===== config.mk =====
export PLATFORM = sky130hd
export DESIGN_NAME = dds_preset_sequencer
export DESIGN_NICKNAME = d
export VERILOG_FILES = /design/src/rtl/dds_seq_pkg.sv /design/src/rtl/dds_preset_bank.sv /design/src/rtl/dds_preset_sequencer.sv
export SDC_FILE = /design/constraint.sdc
export NUM_CORES = 2
export LEC_CHECK = 0
export CAP_MARGIN = 25
export CORE_ASPECT_RATIO = 1.2
export CORE_MARGIN = 1.5
export CORE_UTILIZATION = 35
export CTS_CLUSTER_SIZE = 12
export DETAILED_ROUTE_END_ITERATION = 8
export DONT_BUFFER_PORTS = 1
export SLEW_MARGIN = 40
export SYNTH_ARGS = -nofsm -noshare
export SYNTH_HDL_FRONTEND = slang
export SYNTH_SLANG_ARGS = --single-unit

===== constraint.sdc =====
create_clock -name clk -period 4.7 [get_ports clk]
set_input_delay 0.235 -clock clk [delete_from_list [all_inputs] [get_ports clk]]
set_output_delay 0.235 -clock clk [all_outputs]
set_load 0.02 [all_outputs]

===== src/rtl/dds_seq_pkg.sv =====
// Shared types and helpers for the DDS preset sequencer: FSM states, config field
// selectors and the wrapping preset step.
package dds_seq_pkg;

  typedef enum logic [1:0] {
    StIdle,
    StLoad,
    StReq
  } state_e;

  localparam logic [1:0] SelFrq  = 2'd0;
  localparam logic [1:0] SelPh   = 2'd1;
  localparam logic [1:0] SelAmp  = 2'd2;
  localparam logic [1:0] SelNone = 2'd3;

  function automatic int unsigned wrap_step(int unsigned idx, logic up, int unsigned depth);
    if (up) begin
      return (idx >= depth - 32'd1) ? 32'd0 : idx + 32'd1;
    end
    return (idx == 32'd0) ? depth - 32'd1 : idx - 32'd1;
  endfunction

endpackage


===== src/rtl/dds_preset_bank.sv =====
// Preset table: NUM_PRESETS x NUM_CH frequency/phase/amplitude registers with a
// single config write port and a combinational read of one whole preset.
module dds_preset_bank
  import dds_seq_pkg::*;
#(
  parameter int unsigned NUM_CH      = 4,
  parameter int unsigned NUM_PRESETS = 3,
  parameter int unsigned FRQ_W       = 32,
  parameter int unsigned PH_W        = 16,
  parameter int unsigned AMP_W       = 24,
  localparam int unsigned IDX_W      = $clog2(NUM_PRESETS),
  localparam int unsigned CH_W       = (NUM_CH > 1) ? $clog2(NUM_CH) : 1
) (
  input  logic                      clk,
  input  logic                      rst,
  input  logic                      cfg_we_i,
  input  logic [IDX_W-1:0]          cfg_preset_i,
  input  logic [CH_W-1:0]           cfg_ch_i,
  input  logic [1:0]                cfg_sel_i,
  input  logic [31:0]               cfg_data_i,
  input  logic [IDX_W-1:0]          rd_idx_i,
  output logic                      wr_ok_o,
  output logic [NUM_CH*FRQ_W-1:0]   rd_frq_o,
  output logic [NUM_CH*PH_W-1:0]    rd_ph_o,
  output logic [NUM_CH*AMP_W-1:0]   rd_amp_o
);

  logic [FRQ_W-1:0] frq_q [NUM_PRESETS][NUM_CH];
  logic [FRQ_W-1:0] frq_d [NUM_PRESETS][NUM_CH];
  logic [PH_W-1:0]  ph_q  [NUM_PRESETS][NUM_CH];
  logic [PH_W-1:0]  ph_d  [NUM_PRESETS][NUM_CH];
  logic [AMP_W-1:0] amp_q [NUM_PRESETS][NUM_CH];
  logic [AMP_W-1:0] amp_d [NUM_PRESETS][NUM_CH];

  // Out-of-range indices and the unused selector drop the write entirely.
  assign wr_ok_o = cfg_we_i && (32'(cfg_preset_i) < NUM_PRESETS) &&
                   (32'(cfg_ch_i) < NUM_CH) && (cfg_sel_i != SelNone);

  always_comb begin
    frq_d = frq_q;
    ph_d  = ph_q;
    amp_d = amp_q;
    for (int unsigned p = 0; p < NUM_PRESETS; p++) begin
      for (int unsigned c = 0; c < NUM_CH; c++) begin
        if (wr_ok_o && (32'(cfg_preset_i) == p) && (32'(cfg_ch_i) == c)) begin
          unique case (cfg_sel_i)
            SelFrq:  frq_d[p][c] = FRQ_W'(cfg_data_i);
            SelPh:   ph_d[p][c]  = PH_W'(cfg_data_i);
            SelAmp:  amp_d[p][c] = AMP_W'(cfg_data_i);
            default: ;
          endcase
        end
      end
    end
  end

  always_comb begin
    rd_frq_o = '0;
    rd_ph_o  = '0;
    rd_amp_o = '0;
    for (int unsigned p = 0; p < NUM_PRESETS; p++) begin
      if (32'(rd_idx_i) == p) begin
        for (int unsigned c = 0; c < NUM_CH; c++) begin
          rd_frq_o[c*FRQ_W +: FRQ_W] = frq_q[p][c];
          rd_ph_o[c*PH_W +: PH_W]    = ph_q[p][c];
          rd_amp_o[c*AMP_W +: AMP_W] = amp_q[p][c];
        end
      end
    end
  end

  always_ff @(posedge clk) begin
    if (rst) begin
      for (int unsigned p = 0; p < NUM_PRESETS; p++) begin
        for (int unsigned c = 0; c < NUM_CH; c++) begin
          frq_q[p][c] <= '0;
          ph_q[p][c]  <= '0;
          amp_q[p][c] <= '0;
        end
      end
    end else begin
      frq_q <= frq_d;
      ph_q  <= ph_d;
      amp_q <= amp_d;
    end
  end

endmodule


===== src/rtl/dds_preset_sequencer.sv =====
// Steps through the preset table on key pulses or the auto-dwell timer and hands each
// selected preset to the DDS driver over a valid/ready update handshake.
module dds_preset_sequencer
  import dds_seq_pkg::*;
#(
  parameter int unsigned NUM_CH      = 4,
  parameter int unsigned NUM_PRESETS = 3,
  parameter int unsigned FRQ_W       = 32,
  parameter int unsigned PH_W        = 16,
  parameter int unsigned AMP_W       = 24,
  parameter int unsigned DWELL_W     = 24,
  localparam int unsigned IDX_W      = $clog2(NUM_PRESETS),
  localparam int unsigned CH_W       = (NUM_CH > 1) ? $clog2(NUM_CH) : 1
) (
  input  logic                      clk,
  input  logic                      rst,
  input  logic                      key_next,
  input  logic                      key_prev,
  input  logic                      auto_en,
  input  logic [DWELL_W-1:0]        dwell,
  input  logic                      cfg_we,
  input  logic [IDX_W-1:0]          cfg_preset,
  input  logic [CH_W-1:0]           cfg_ch,
  input  logic [1:0]                cfg_sel,
  input  logic [31:0]               cfg_data,
  output logic [NUM_CH*FRQ_W-1:0]   frq_o,
  output logic [NUM_CH*PH_W-1:0]    ph_o,
  output logic [NUM_CH*AMP_W-1:0]   amp_o,
  output logic                      upd_valid,
  input  logic                      upd_ready,
  output logic [IDX_W-1:0]          idx_o
);

  state_e                    state_q, state_d;
  logic [IDX_W-1:0]          target_q, target_d;
  logic [IDX_W-1:0]          idx_q, idx_d;
  logic                      step_pend_q, step_pend_d;
  logic                      cfg_pend_q, cfg_pend_d;
  logic [DWELL_W-1:0]        cnt_q, cnt_d;
  logic                      settled_q, settled_d;
  logic                      upd_valid_q, upd_valid_d;
  logic [NUM_CH*FRQ_W-1:0]   frq_q, frq_d;
  logic [NUM_CH*PH_W-1:0]    ph_q, ph_d;
  logic [NUM_CH*AMP_W-1:0]   amp_q, amp_d;

  logic                      wr_ok;
  logic [NUM_CH*FRQ_W-1:0]   rd_frq;
  logic [NUM_CH*PH_W-1:0]    rd_ph;
  logic [NUM_CH*AMP_W-1:0]   rd_amp;

  dds_preset_bank #(
    .NUM_CH      (NUM_CH),
    .NUM_PRESETS (NUM_PRESETS),
    .FRQ_W       (FRQ_W),
    .PH_W        (PH_W),
    .AMP_W       (AMP_W)
  ) u_bank (
    .clk          (clk),
    .rst          (rst),
    .cfg_we_i     (cfg_we),
    .cfg_preset_i (cfg_preset),
    .cfg_ch_i     (cfg_ch),
    .cfg_sel_i    (cfg_sel),
    .cfg_data_i   (cfg_data),
    .rd_idx_i     (target_q),
    .wr_ok_o      (wr_ok),
    .rd_frq_o     (rd_frq),
    .rd_ph_o      (rd_ph),
    .rd_amp_o     (rd_amp)
  );

  logic key_ev, auto_run, auto_ev, step_ev, step_up, handshake, cfg_hit;
  logic [IDX_W-1:0] step_tgt;

  // The first IDLE cycle after a handshake is a return cycle and does not count as dwell.
  assign auto_run  = (state_q == StIdle) && settled_q && auto_en && (dwell != '0);
  assign key_ev    = key_next ^ key_prev;
  assign auto_ev   = auto_run && !(key_next || key_prev) && (cnt_q >= dwell - DWELL_W'(1));
  assign step_ev   = key_ev || auto_ev;
  assign step_up   = key_ev ? key_next : 1'b1;
  assign step_tgt  = IDX_W'(wrap_step(32'(target_q), step_up, NUM_PRESETS));
  assign handshake = upd_valid_q && upd_ready;
  // During LOAD the preset being captured is target_q, which idx_o is about to take.
  assign cfg_hit   = wr_ok && (cfg_preset == ((state_q == StLoad) ? target_q : idx_q));

  always_comb begin
    state_d     = state_q;
    idx_d       = idx_q;
    step_pend_d = step_pend_q;
    cfg_pend_d  = cfg_pend_q;
    upd_valid_d = upd_valid_q;
    frq_d       = frq_q;
    ph_d        = ph_q;
    amp_d       = amp_q;
    target_d    = step_ev ? step_tgt : target_q;

    unique case (state_q)
      StIdle: begin
        step_pend_d = 1'b0;
        cfg_pend_d  = 1'b0;
        if (step_ev || cfg_hit || step_pend_q || cfg_pend_q) begin
          state_d = StLoad;
        end
      end
      StLoad: begin
        frq_d       = rd_frq;
        ph_d        = rd_ph;
        amp_d       = rd_amp;
        idx_d       = target_q;
        upd_valid_d = 1'b1;
        step_pend_d = (target_d != target_q);
        cfg_pend_d  = cfg_hit;
        state_d     = StReq;
      end
      StReq: begin
        step_pend_d = (target_d != idx_q);
        cfg_pend_d  = cfg_pend_q || cfg_hit;
        if (handshake) begin
          upd_valid_d = 1'b0;
          state_d     = (step_pend_d || cfg_pend_d) ? StLoad : StIdle;
        end
      end
      default: state_d = StIdle;
    endcase

    settled_d = (state_q == StIdle);
    cnt_d     = (auto_run && (state_d == StIdle)) ? cnt_q + DWELL_W'(1) : '0;
  end

  always_ff @(posedge clk) begin
    if (rst) begin
      state_q     <= StIdle;
      target_q    <= '0;
      idx_q       <= '0;
      step_pend_q <= 1'b0;
      cfg_pend_q  <= 1'b0;
      cnt_q       <= '0;
      settled_q   <= 1'b1;
      upd_valid_q <= 1'b0;
      frq_q       <= '0;
      ph_q        <= '0;
      amp_q       <= '0;
    end else begin
      state_q     <= state_d;
      target_q    <= target_d;
      idx_q       <= idx_d;
      step_pend_q <= step_pend_d;
      cfg_pend_q  <= cfg_pend_d;
      cnt_q       <= cnt_d;
      settled_q   <= settled_d;
      upd_valid_q <= upd_valid_d;
      frq_q       <= frq_d;
      ph_q        <= ph_d;
      amp_q       <= amp_d;
    end
  end

  assign frq_o     = frq_q;
  assign ph_o      = ph_q;
  assign amp_o     = amp_q;
  assign upd_valid = upd_valid_q;
  assign idx_o     = idx_q;

endmodule

==> impl_metrics.csv <==
group,metric,value,unit
final_layout,fin_util,0.465,
route,via_per_inst,5.09,
grt,antenna_found_initial,3,
synthesis,synthMuxAreaShare,0.0595,
sta,slew_violations,0,
final_layout,drive_gt1_frac,0.0514,
place,io_buffers,0,
sta,slew-limit-headroom,0.315,
cts,cts.sinks,1186,
sta,fmax,235,MHz
floorplan,core,140000,µm²
cts,h-tree-depth,4,
place,dp_hpwl,94200,µm
setup_path,worst_setup_path_start_kind,"input port",
hold_path,min_path_cells,2,
floorplan,start_util,0.353,
final_layout,synthToLayoutAreaGrowth,31.6,%
synthesis,ys.flop_type,"dfxtp_1",
setup_path,crit_required,5.42,ns
final_layout,fin_nets,7492,
cts,cts_tree,"yes",
sta,fin_skew,0.0310,ns
synthesis,synth_top_family_by_area,"simple AND/OR/NAND/NOR gates",
route,vias,47300,
sta,finalSetupTns,0,ns
cts,root_buffer,"clkbuf_16",
grt,gr-total-overflow,0,
sta,rsz0062_at_grt,"no",
cts,cts_setup_buffers,0,
synthesis,netlist_area,49300,µm²
route,avgRoutedWirePerCell,18.8,µm
sta,layout_min_cycle_time,4.25,ns
floorplan,dieArea,143000,µm²
synthesis,yosysUniqueCellTypes,48,
job,cap_violations,0,
sta,setup_violations,0,
setup_path,crit_fanout,10,
power,max-vdd-ir-drop,0.000356,V
cts,clockBufferDepth,3,
synthesis,ys_async_sr_fraction,0,
hold_path,hp-class,"in -> reg",
grt,grt_pass1_wl,265000,µm
route,drt_wl_total,174000,µm
synthesis,yosys_warnings,0,
sta,finalCritPeriodShare,0.904,
power,power.density,341,nW/µm²
final_layout,n_fill_cell,13700,
synthesis,yosys.area_share.xor_xnor,0.00781,
route,ant_nets,0,
floorplan,num_rows,150,
setup_path,critPathArrivalTime,4.97,ns
synthesis,syn_inst,6756,
grt,groute.usage.overall,0.235,
sta,worst_pin_slew,1.03,ns
cts,cts_buffers,131,
outcome,outcome,"complete, no violations",
synthesis,synthSimpleGateAreaFrac,0.244,
cts,clkLatencyLatePin,0.78,ns
place,gp_congestion,0.829,
route,first_pass_iters,8,
synthesis,synth_nets,6862,
setup_path,crit_path_end_kind,"flip-flop",
place,place_area,50500,µm²
floorplan,ios,360,
synthesis,syn_avg_cell_area,7.30,µm²
floorplan,fp.dieH,414,µm
setup_path,path_class,"in -> reg",
synthesis,synth_edf_count,0,
sta,hold_violations,0,
final_layout,final_area,64900,µm²
setup_path,r2r_cells,12,
grt,grt_pass1_vias,45400,
route,drcViolationCount,0,
route,drt-initial-drc-count,4179,
floorplan,die_x,346,µm
cts,cts.clk_slew.worst_paths,0.06,ns
power,p_leak,0.0244,µW
synthesis,synth_seq_cells,1186,
synthesis,synth-seq-area-share,0.481,
grt,grt_max_degree,893,
synthesis,synth-compound-area-share,0.153,
synthesis,synthAdderAreaFrac,0.00938,
layout make-up:
| cell class | count | area (µm²) | area share |
|---|---|---|---|
| repair buffers | 1067 | 11100 | 0.172 |
| inverters | 12 | 45.0 | 0.000694 |
| flip-flops and latches | 1186 | 23700 | 0.366 |
| clock buffers | 187 | 3720 | 0.0573 |
| multi-input cells | 4988 | 23600 | 0.364 |
| diodes | 3 | 7.51 | 0.000116 |
| clock inverters | 32 | 369 | 0.00569 |
| well taps | 1824 | 2280 | 0.0352 |
placed cells by master (no fill, tap or decap), drive strengths merged, types with 4 or more instances in the layout:
cell,instances
a211oi,6
or2,7
ha,37
nor2,656
nand4,8
clkinv,20
nor2b,4
nor4,4
a21oi,1164
xnor2,28
nand2b,7
inv,18
clkbuf,187
buf,121
dlygate4sd3,946
nand3,19
and3,7
mux2i,291
nor3,33
or3,10
dfxtp,1186
bufinv,4
xor2,16
nand2,2365
o21ai,292
worst max-delay path, cell delays in order:
cell and delay [ns]:
nor3_1 0.29, nand2b_1 0.12, or3_1 0.38, nor4_1 0.29, nand2_1 0.19, nor4_1 0.25, xnor2_1 0.12, ha_1 0.32
nand4_1 0.16, a2111oi_1 0.45, a2111oi_0 0.14, buf_4 0.17, a21o_1 0.26, a211oi_1 0.43, nor4b_4 0.12, a21bo_2 0.21
a211oi_1 0.25, dlygate4sd3_1 0.59
cells by family after synthesis:
group	Yosys count
multiplexers	293
AND/OR/NAND/NOR	3130
adder cells (fa/ha/maj)	37
XOR/XNOR	44
flip-flops	1186
buffers and inverters	582
AO/OA/AOI/OAI	1484
routing by layer:
layer  wire length, µm  GRT usage
met1             72300      0.287
met2             84100      0.404
met3             11000     0.0424
met4              7030     0.0998
met5                 9          0
worst paths after layout:
path                                                startpoint                        endpoint  slack [ns]
worst max-delay path                                  dwell[2]           state_q[0]$_SDFF_PP0_        0.45
worst min register to register  u_bank.frq_q[109]$_SDFFE_PP0P_  u_bank.frq_q[109]$_SDFFE_PP0P_        0.45
worst min-delay path                                       rst          upd_valid$_SDFFE_PP0P_        0.07
worst max register to register             cnt_q[0]$_SDFF_PP0_           state_q[0]$_SDFF_PP0_        0.97
stage by stage:
stage	setup slack, ns	instances	power [µW]	hold slack, ns
global placement	0.144	8094	11700	0.374
CTS	0.509	9289	22100	0.0704
floorplan	0.583	6756	11600	0.371
detailed placement	0.0388	8097	11700	0.383
global route	0.0591	9297	22800	0.0575
finish	0.452	9299	22100	0.0750
synth_stat cells (5+ instances only):
cell type	count	area, µm²
a211oi_1	5	37.5
a21oi_1	1164	5830
and3_1	7	43.8
buf_1	28	105
clkbuf_1	539	2020
dfxtp_1	1186	23700
ha_1	37	463
inv_1	12	45.0
mux2i_1	291	2910
nand2_1	2365	8880
nand2b_1	7	43.8
nand3_1	19	95.1
nand4_1	8	50.1
nor2_1	636	2390
nor2_2	20	125
nor3_1	33	165
o21ai_0	292	1460
or2_2	7	43.8
or3_1	10	62.6
xnor2_1	28	245
xor2_1	16	140
where the power goes:
part | internal (µW) | leakage (µW) | total (µW) | switching [µW]
registers | 10100 | 0.00955 | 10100 | 40.0
logic | 570 | 0.0129 | 1940 | 1370
clock network | 5740 | 0.00200 | 10000 | 4310
total | 16400 | 0.0244 | 22100 | 5720
flip-flops by register name, summed over array words and instances, names as in the netlist, 2 cells and up:
signal	cells
ph_o	64
amp_o	96
u_bank.frq_q	384
frq_o	128
state_q	2
target_q	2
idx_o	2
cnt_q	24
u_bank.ph_q	192
u_bank.amp_q	288
what timing repair did:
action | CTS | global route
hold buffers | 973 | 0
endpoints found under the setup margin | 0 | 1
resized for setup | 0 | 1
hold endpoints to repair | 1159 | 0
No activity file was read; power rests on OpenSTA's default activity.
